### src/rtl/dcache_mem_responder.sv
// dcache_mem_responder: round-robin memory responder for data-cache request channels,
// serving one request at a time against a fixed-latency single-port array.
module dcache_mem_responder #(
   parameter int ADDR_BITS    = 8,
   parameter int DATA_BITS    = 8,
   parameter int NUM_CHANNELS = 8,
   parameter int LATENCY      = 2
) (
   input  logic                                   clk,
   input  logic                                   reset,
   input  logic [NUM_CHANNELS-1:0]                consumer_read_valid,
   input  logic [NUM_CHANNELS-1:0][ADDR_BITS-1:0] consumer_read_address,
   output logic [NUM_CHANNELS-1:0]                consumer_read_ready,
   output logic [NUM_CHANNELS-1:0][DATA_BITS-1:0] consumer_read_data,
   input  logic [NUM_CHANNELS-1:0]                consumer_write_valid,
   input  logic [NUM_CHANNELS-1:0][ADDR_BITS-1:0] consumer_write_address,
   input  logic [NUM_CHANNELS-1:0][DATA_BITS-1:0] consumer_write_data,
   output logic [NUM_CHANNELS-1:0]                consumer_write_ready,
   input  logic                                   init_write_valid,
   input  logic [ADDR_BITS-1:0]                   init_write_address,
   input  logic [DATA_BITS-1:0]                   init_write_data
);
   localparam int CW = NUM_CHANNELS > 1 ? $clog2(NUM_CHANNELS) : 1;
   localparam int LW = $clog2(LATENCY + 1);
   typedef enum logic [1:0] {IDLE, BUSY, RESPOND} state_t;
   state_t                                 state_q, state_d;
   logic [CW-1:0]                          ptr_q, ptr_d, gnt_q, gnt_d, sel, c;
   logic                                   op_wr_q, op_wr_d, found, commit;
   logic [ADDR_BITS-1:0]                   addr_q, addr_d;
   logic [DATA_BITS-1:0]                   data_q, data_d;
   logic [LW-1:0]                          cnt_q, cnt_d;
   logic [NUM_CHANNELS-1:0]                rd_rdy_q, rd_rdy_d, wr_rdy_q, wr_rdy_d;
   logic [NUM_CHANNELS-1:0][DATA_BITS-1:0] rd_data_q, rd_data_d;
   logic [DATA_BITS-1:0]                   mem [2**ADDR_BITS];

   assign commit               = state_q == BUSY && cnt_q == LW'(1);
   assign consumer_read_ready  = rd_rdy_q;
   assign consumer_write_ready = wr_rdy_q;
   assign consumer_read_data   = rd_data_q;

   always_comb begin
      state_d   = state_q;
      ptr_d     = ptr_q;
      gnt_d     = gnt_q;
      op_wr_d   = op_wr_q;
      addr_d    = addr_q;
      data_d    = data_q;
      cnt_d     = cnt_q;
      rd_rdy_d  = rd_rdy_q;
      wr_rdy_d  = wr_rdy_q;
      rd_data_d = rd_data_q;
      found     = 1'b0;
      sel       = '0;
      c         = '0;
      for (int i = 0; i < NUM_CHANNELS; i++) begin
         c = CW'((int'(ptr_q) + i) % NUM_CHANNELS);
         if (!found && (consumer_read_valid[c] || consumer_write_valid[c])) begin
            found = 1'b1;
            sel   = c;
         end
      end
      case (state_q)
         IDLE: if (found) begin
            gnt_d   = sel;
            op_wr_d = consumer_write_valid[sel];
            addr_d  = consumer_write_valid[sel] ? consumer_write_address[sel] : consumer_read_address[sel];
            data_d  = consumer_write_data[sel];
            cnt_d   = LW'(LATENCY);
            state_d = BUSY;
         end
         BUSY: begin
            cnt_d = cnt_q - 1'b1;
            if (commit) begin
               state_d = RESPOND;
               if (op_wr_q) wr_rdy_d[gnt_q] = 1'b1;
               else begin
                  rd_rdy_d[gnt_q]  = 1'b1;
                  rd_data_d[gnt_q] = mem[addr_q];
               end
            end
         end
         RESPOND: if (!(op_wr_q ? consumer_write_valid[gnt_q] : consumer_read_valid[gnt_q])) begin
            rd_rdy_d = '0;
            wr_rdy_d = '0;
            ptr_d    = gnt_q == CW'(NUM_CHANNELS - 1) ? '0 : gnt_q + 1'b1;
            state_d  = IDLE;
         end
         default: state_d = IDLE;
      endcase
   end

   always_ff @(posedge clk or posedge reset) begin
      if (reset) begin
         state_q   <= IDLE;
         ptr_q     <= '0;
         gnt_q     <= '0;
         op_wr_q   <= 1'b0;
         addr_q    <= '0;
         data_q    <= '0;
         cnt_q     <= '0;
         rd_rdy_q  <= '0;
         wr_rdy_q  <= '0;
         rd_data_q <= '0;
      end else begin
         state_q   <= state_d;
         ptr_q     <= ptr_d;
         gnt_q     <= gnt_d;
         op_wr_q   <= op_wr_d;
         addr_q    <= addr_d;
         data_q    <= data_d;
         cnt_q     <= cnt_d;
         rd_rdy_q  <= rd_rdy_d;
         wr_rdy_q  <= wr_rdy_d;
         rd_data_q <= rd_data_d;
      end
   end

   // Array survives reset; a consumer write committing with a backdoor load to the same word wins.
   always_ff @(posedge clk) begin
      if (init_write_valid) mem[init_write_address] <= init_write_data;
      if (commit && op_wr_q) mem[addr_q] <= data_q;
   end
endmodule

### config.mk
export PLATFORM = sky130hd
export DESIGN_NAME = dcache_mem_responder
export DESIGN_NICKNAME = d
export VERILOG_FILES = /design/src/rtl/dcache_mem_responder.sv
export SDC_FILE = /design/constraint.sdc
export NUM_CORES = 2
export LEC_CHECK = 0
export ABC_AREA = 1
export CAP_MARGIN = 25
export CORE_MARGIN = 4
export CORE_UTILIZATION = 32
export DETAILED_ROUTE_END_ITERATION = 16
export GPL_TIMING_DRIVEN = 1
export MAX_ROUTING_LAYER = met4
export PLACE_DENSITY = 0.53
export SKIP_LAST_GASP = 1
export SLEW_MARGIN = 30
export SYNTH_ARGS = -nofsm -noshare
export SYNTH_HDL_FRONTEND = slang
export SYNTH_SLANG_ARGS = --single-unit
### constraint.sdc
create_clock -name clk -period 6.6 [get_ports clk]
set_input_delay 1.32 -clock clk [delete_from_list [all_inputs] [get_ports clk]]
set_output_delay 1.32 -clock clk [all_outputs]
set_load 0.05 [all_outputs]
==> impl_metrics.yaml <==
cts:
  post_cts_resize_count: 0
  holdBufCountCts: 0
  clkTransAtPathRegs_ns: 0.06
  clock_sinks: 2155
  h-tree-depth: 4
  cts_buffers: 237
  clk_path_buf_depth: 4
  clkLatencyLatePin_ns: 0.91
  clock-root-buffer: "clkbuf_16"
  post_cts_buffers: 0
  cts_tree: "yes"
synth:
  netlist_instances: 11000
  yosys_warnings: 0
  synthTopCellsByCount: "3242 x nand2_1, 2370 x o21ai_0, 2048 x edfxtp_1, 1032 x a22oi_1, 930 x clkbuf_1"
  syn_avg_cell_area_um2: 9.63
  synth-edff-count: 2048
  synth.area.top_cells: "edfxtp_1 58%, nand2_1 11%, o21ai_0 11%, a22oi_1 7.3%, clkbuf_1 3.3%"
  synthesis.area_um2: 106000
  ys_types: 50
  syn_nets: 11300
  synth_top_area_cell: "edfxtp_1"
  postSynth.asyncResetShare_pct: 4.97
  ys_seq_elements: 2155
  yosysSeqAreaShare_pct: 60.3
  synth-main-ff-cell: "edfxtp_1"
  synth.top_cell.area_share_pct: 57.8
  yosysMostFrequentCell: "nand2_1"
setup_path:
  ff2ff_setup_slack_ns: 0.79
  critPathCaptureType: "flop"
  required_ns: 7.34
  critical_path_class: "flop to flop"
  crit_start: "ptr_q[0]"
  path_max_fanout: 73
  r2r_start: "ptr_q[0]"
  worstSetupStartpointType: "flop"
  crit_arrival_ns: 6.55
hold_path:
  min_path_type: "flop to flop"
  min_from: "consumer_read_data[33]"
global_route:
  grt_usage_pct: 25.6
  antenna_found_initial: 39
  grt_pass1_wl_mm: 624
  grt_overflow: 0
  first_global_vias: 83900
  grt_max_degree: 128
power:
  power_frac_seq_pct: 31.0
  p_comb_share_pct: 43.5
  clockPowerShare_pct: 25.5
  p_leak_nw: 44.2
  switchingPower_mw: 22.8
  switching_share_pct: 45.3
  powerDensity_nw_per_um2: 416
  p_total_mw: 50.4
  p_int_mw: 27.5
  ir_worst_vdd_uv: 448
sta:
  rsz0062_at_grt: "no"
  worstMarginPinSlew_ns: 1.13
  period_share_pct: 88.0
  drv_slew: 0
  tns_ns: 0
  fin_skew_ns: 0.0540
  setup_viol: 0
  max_freq_mhz: 172
  period_minus_slack_ns: 5.81
  hold_viol_final: 0
  slew_headroom_pct: 24.4
final_layout:
  drive_above_1_share_pct: 6.54
  area.sequential_um2: 64200
  fillerInstances: 32700
  multi_input_area_um2: 37600
  area_delta_synth_final_pct: 13.8
  fin_nets: 11000
drt:
  firstDrtPassIters: 7
  vias: 90100
  wire_per_inst_um: 28.9
  antenna_left: 0
  via_per_inst: 5.87
  drt_iter0_drc: 14100
  drc: 0
  drt-total-wl_mm: 443
floorplan:
  io_pins: 307
  die_area_um2: 342000
  num_rows: 211
  coreArea_um2: 331000
  die_y_um: 585
  die_w_um: 585
  start_util_pct: 32.2
placed_design:
  io_buffers: 306
  gp_congestion: 0.928
  place_hpwl_mm: 268
status:
  status: "finished clean"
run:
  maxCapViolations: 0
[through the flow]
stage          area (µm²)  utilization [%]  setup WS [ns]  hold WS (ns)  instances
2_1_floorplan      106000                -           2.46         0.464      11000
3_3_place_gp       114000             34.3          0.565         0.466      14900
3_5_place_dp       114000             34.4          0.726         0.467      14900
4_1_cts            121000             36.5          0.728         0.484      15300
5_1_grt            121000             36.6          0.334         0.502      15300
6_report           121000             36.6          0.792         0.482      15300
[layout make-up]
| class | instances | share of cell area [%] |
|---|---|---|
| Sequential cell | 2155 | 53.0 |
| Multi-Input combinational cell | 7582 | 31.1 |
| Clock buffer | 309 | 5.18 |
| Timing Repair Buffer | 585 | 4.78 |
| Tap cell | 4366 | 4.51 |
| Clock inverter | 116 | 0.734 |
| Inverter | 187 | 0.649 |
| Antenna cell | 43 | 0.0888 |
[sequential cells by signal, summed over array words and instances, names as in the netlist, 3 cells and up]
register / flops
addr_q: 8
consumer_read_data: 64
consumer_read_ready: 8
consumer_write_ready: 8
data_q: 8
gnt_q: 3
mem: 2048
ptr_q: 3
[metal layers]
| layer | up-vias | routed length, µm | track usage, % |
|---|---|---|---|
| met3 | 961 | 52400 | 5.46 |
| li1 | 39300 | - | - |
| met4 | 0 | 20900 | 11.0 |
| met1 | 43800 | 173000 | 33.9 |
| met2 | 6027 | 196000 | 38.0 |
| met5 | - | 0 | - |
[worst paths after layout]
check	endpoint	cells after the start
setup / recovery	data_q[1]	18
hold / removal	consumer_read_data[33]	2
setup reg to reg	data_q[1]	18
hold reg to reg	consumer_read_data[33]	2
max in group asynchronous	addr_q[2]	3
min in group asynchronous	consumer_read_data[27]	2
[cells in the final DEF (no fill, tap or decap), types with 16 or more instances in the layout]
cell type        synthesis  final
nand2_1               3242   3231
o21ai_0               2370   2176
edfxtp_1              2048   2048
a22oi_1               1032   1032
a21oi_1                309    309
clkdlybuf4s50_1          0    298
clkbuf_16                0    239
buf_4                   10    233
o21ai_1                 19    213
nand3_1                176    175
inv_1                  172    159
dfrtp_1                107    107
nor2_1                 118     95
clkbuf_1               930     67
clkinv_1                 4     64
nand4_1                 47     47
diode_2                  0     43
buf_12                   0     42
a21boi_0                36     36
clkinv_2                 0     32
o22ai_1                 23     23
nor4_1                  36     22
o211ai_1                21     21
a2111oi_0               41     17
nor2_4                   4     16
[cell families after synthesis]
logic type	count (synthesis)	synth area share [%]
simple gates	3676	13.6
buf+inv	1310	4.79
compound gates	3898	21.2
xor+xnor	3	0.0247
fa+ha+maj	5	0.0588
flops	2155	60.3
[power groups by stage]
stage / registers [mW] / logic, mW / clock network (mW)
finish: 15.6 / 21.9 / 12.8
global route: 15.7 / 22.8 / 13.5
CTS: 15.6 / 21.2 / 12.9
detailed placement: 15.9 / 21.1 / 0
global placement: 15.9 / 21.1 / 0
floorplan: 16.3 / 11.0 / 0
[critical path, cell delays in order (launching register included)]
cell and delay, ns:
dfrtp_1 0.88, inv_2 0.36, ha_1 0.62, inv_1 0.26, nand3_1 0.15, nand2_1 0.09
nand3_1 0.11, nand2_2 0.11, nand3_2 0.13, nor2_4 0.05, nand2_1 0.10, nand2_1 0.08
nand3b_4 0.58, nand2_4 0.84, inv_2 0.49, o211ai_1 0.31, nand3_1 0.25, nand3_1 0.14
o21ai_1 0.08
(Power assumes the default switching activity.)
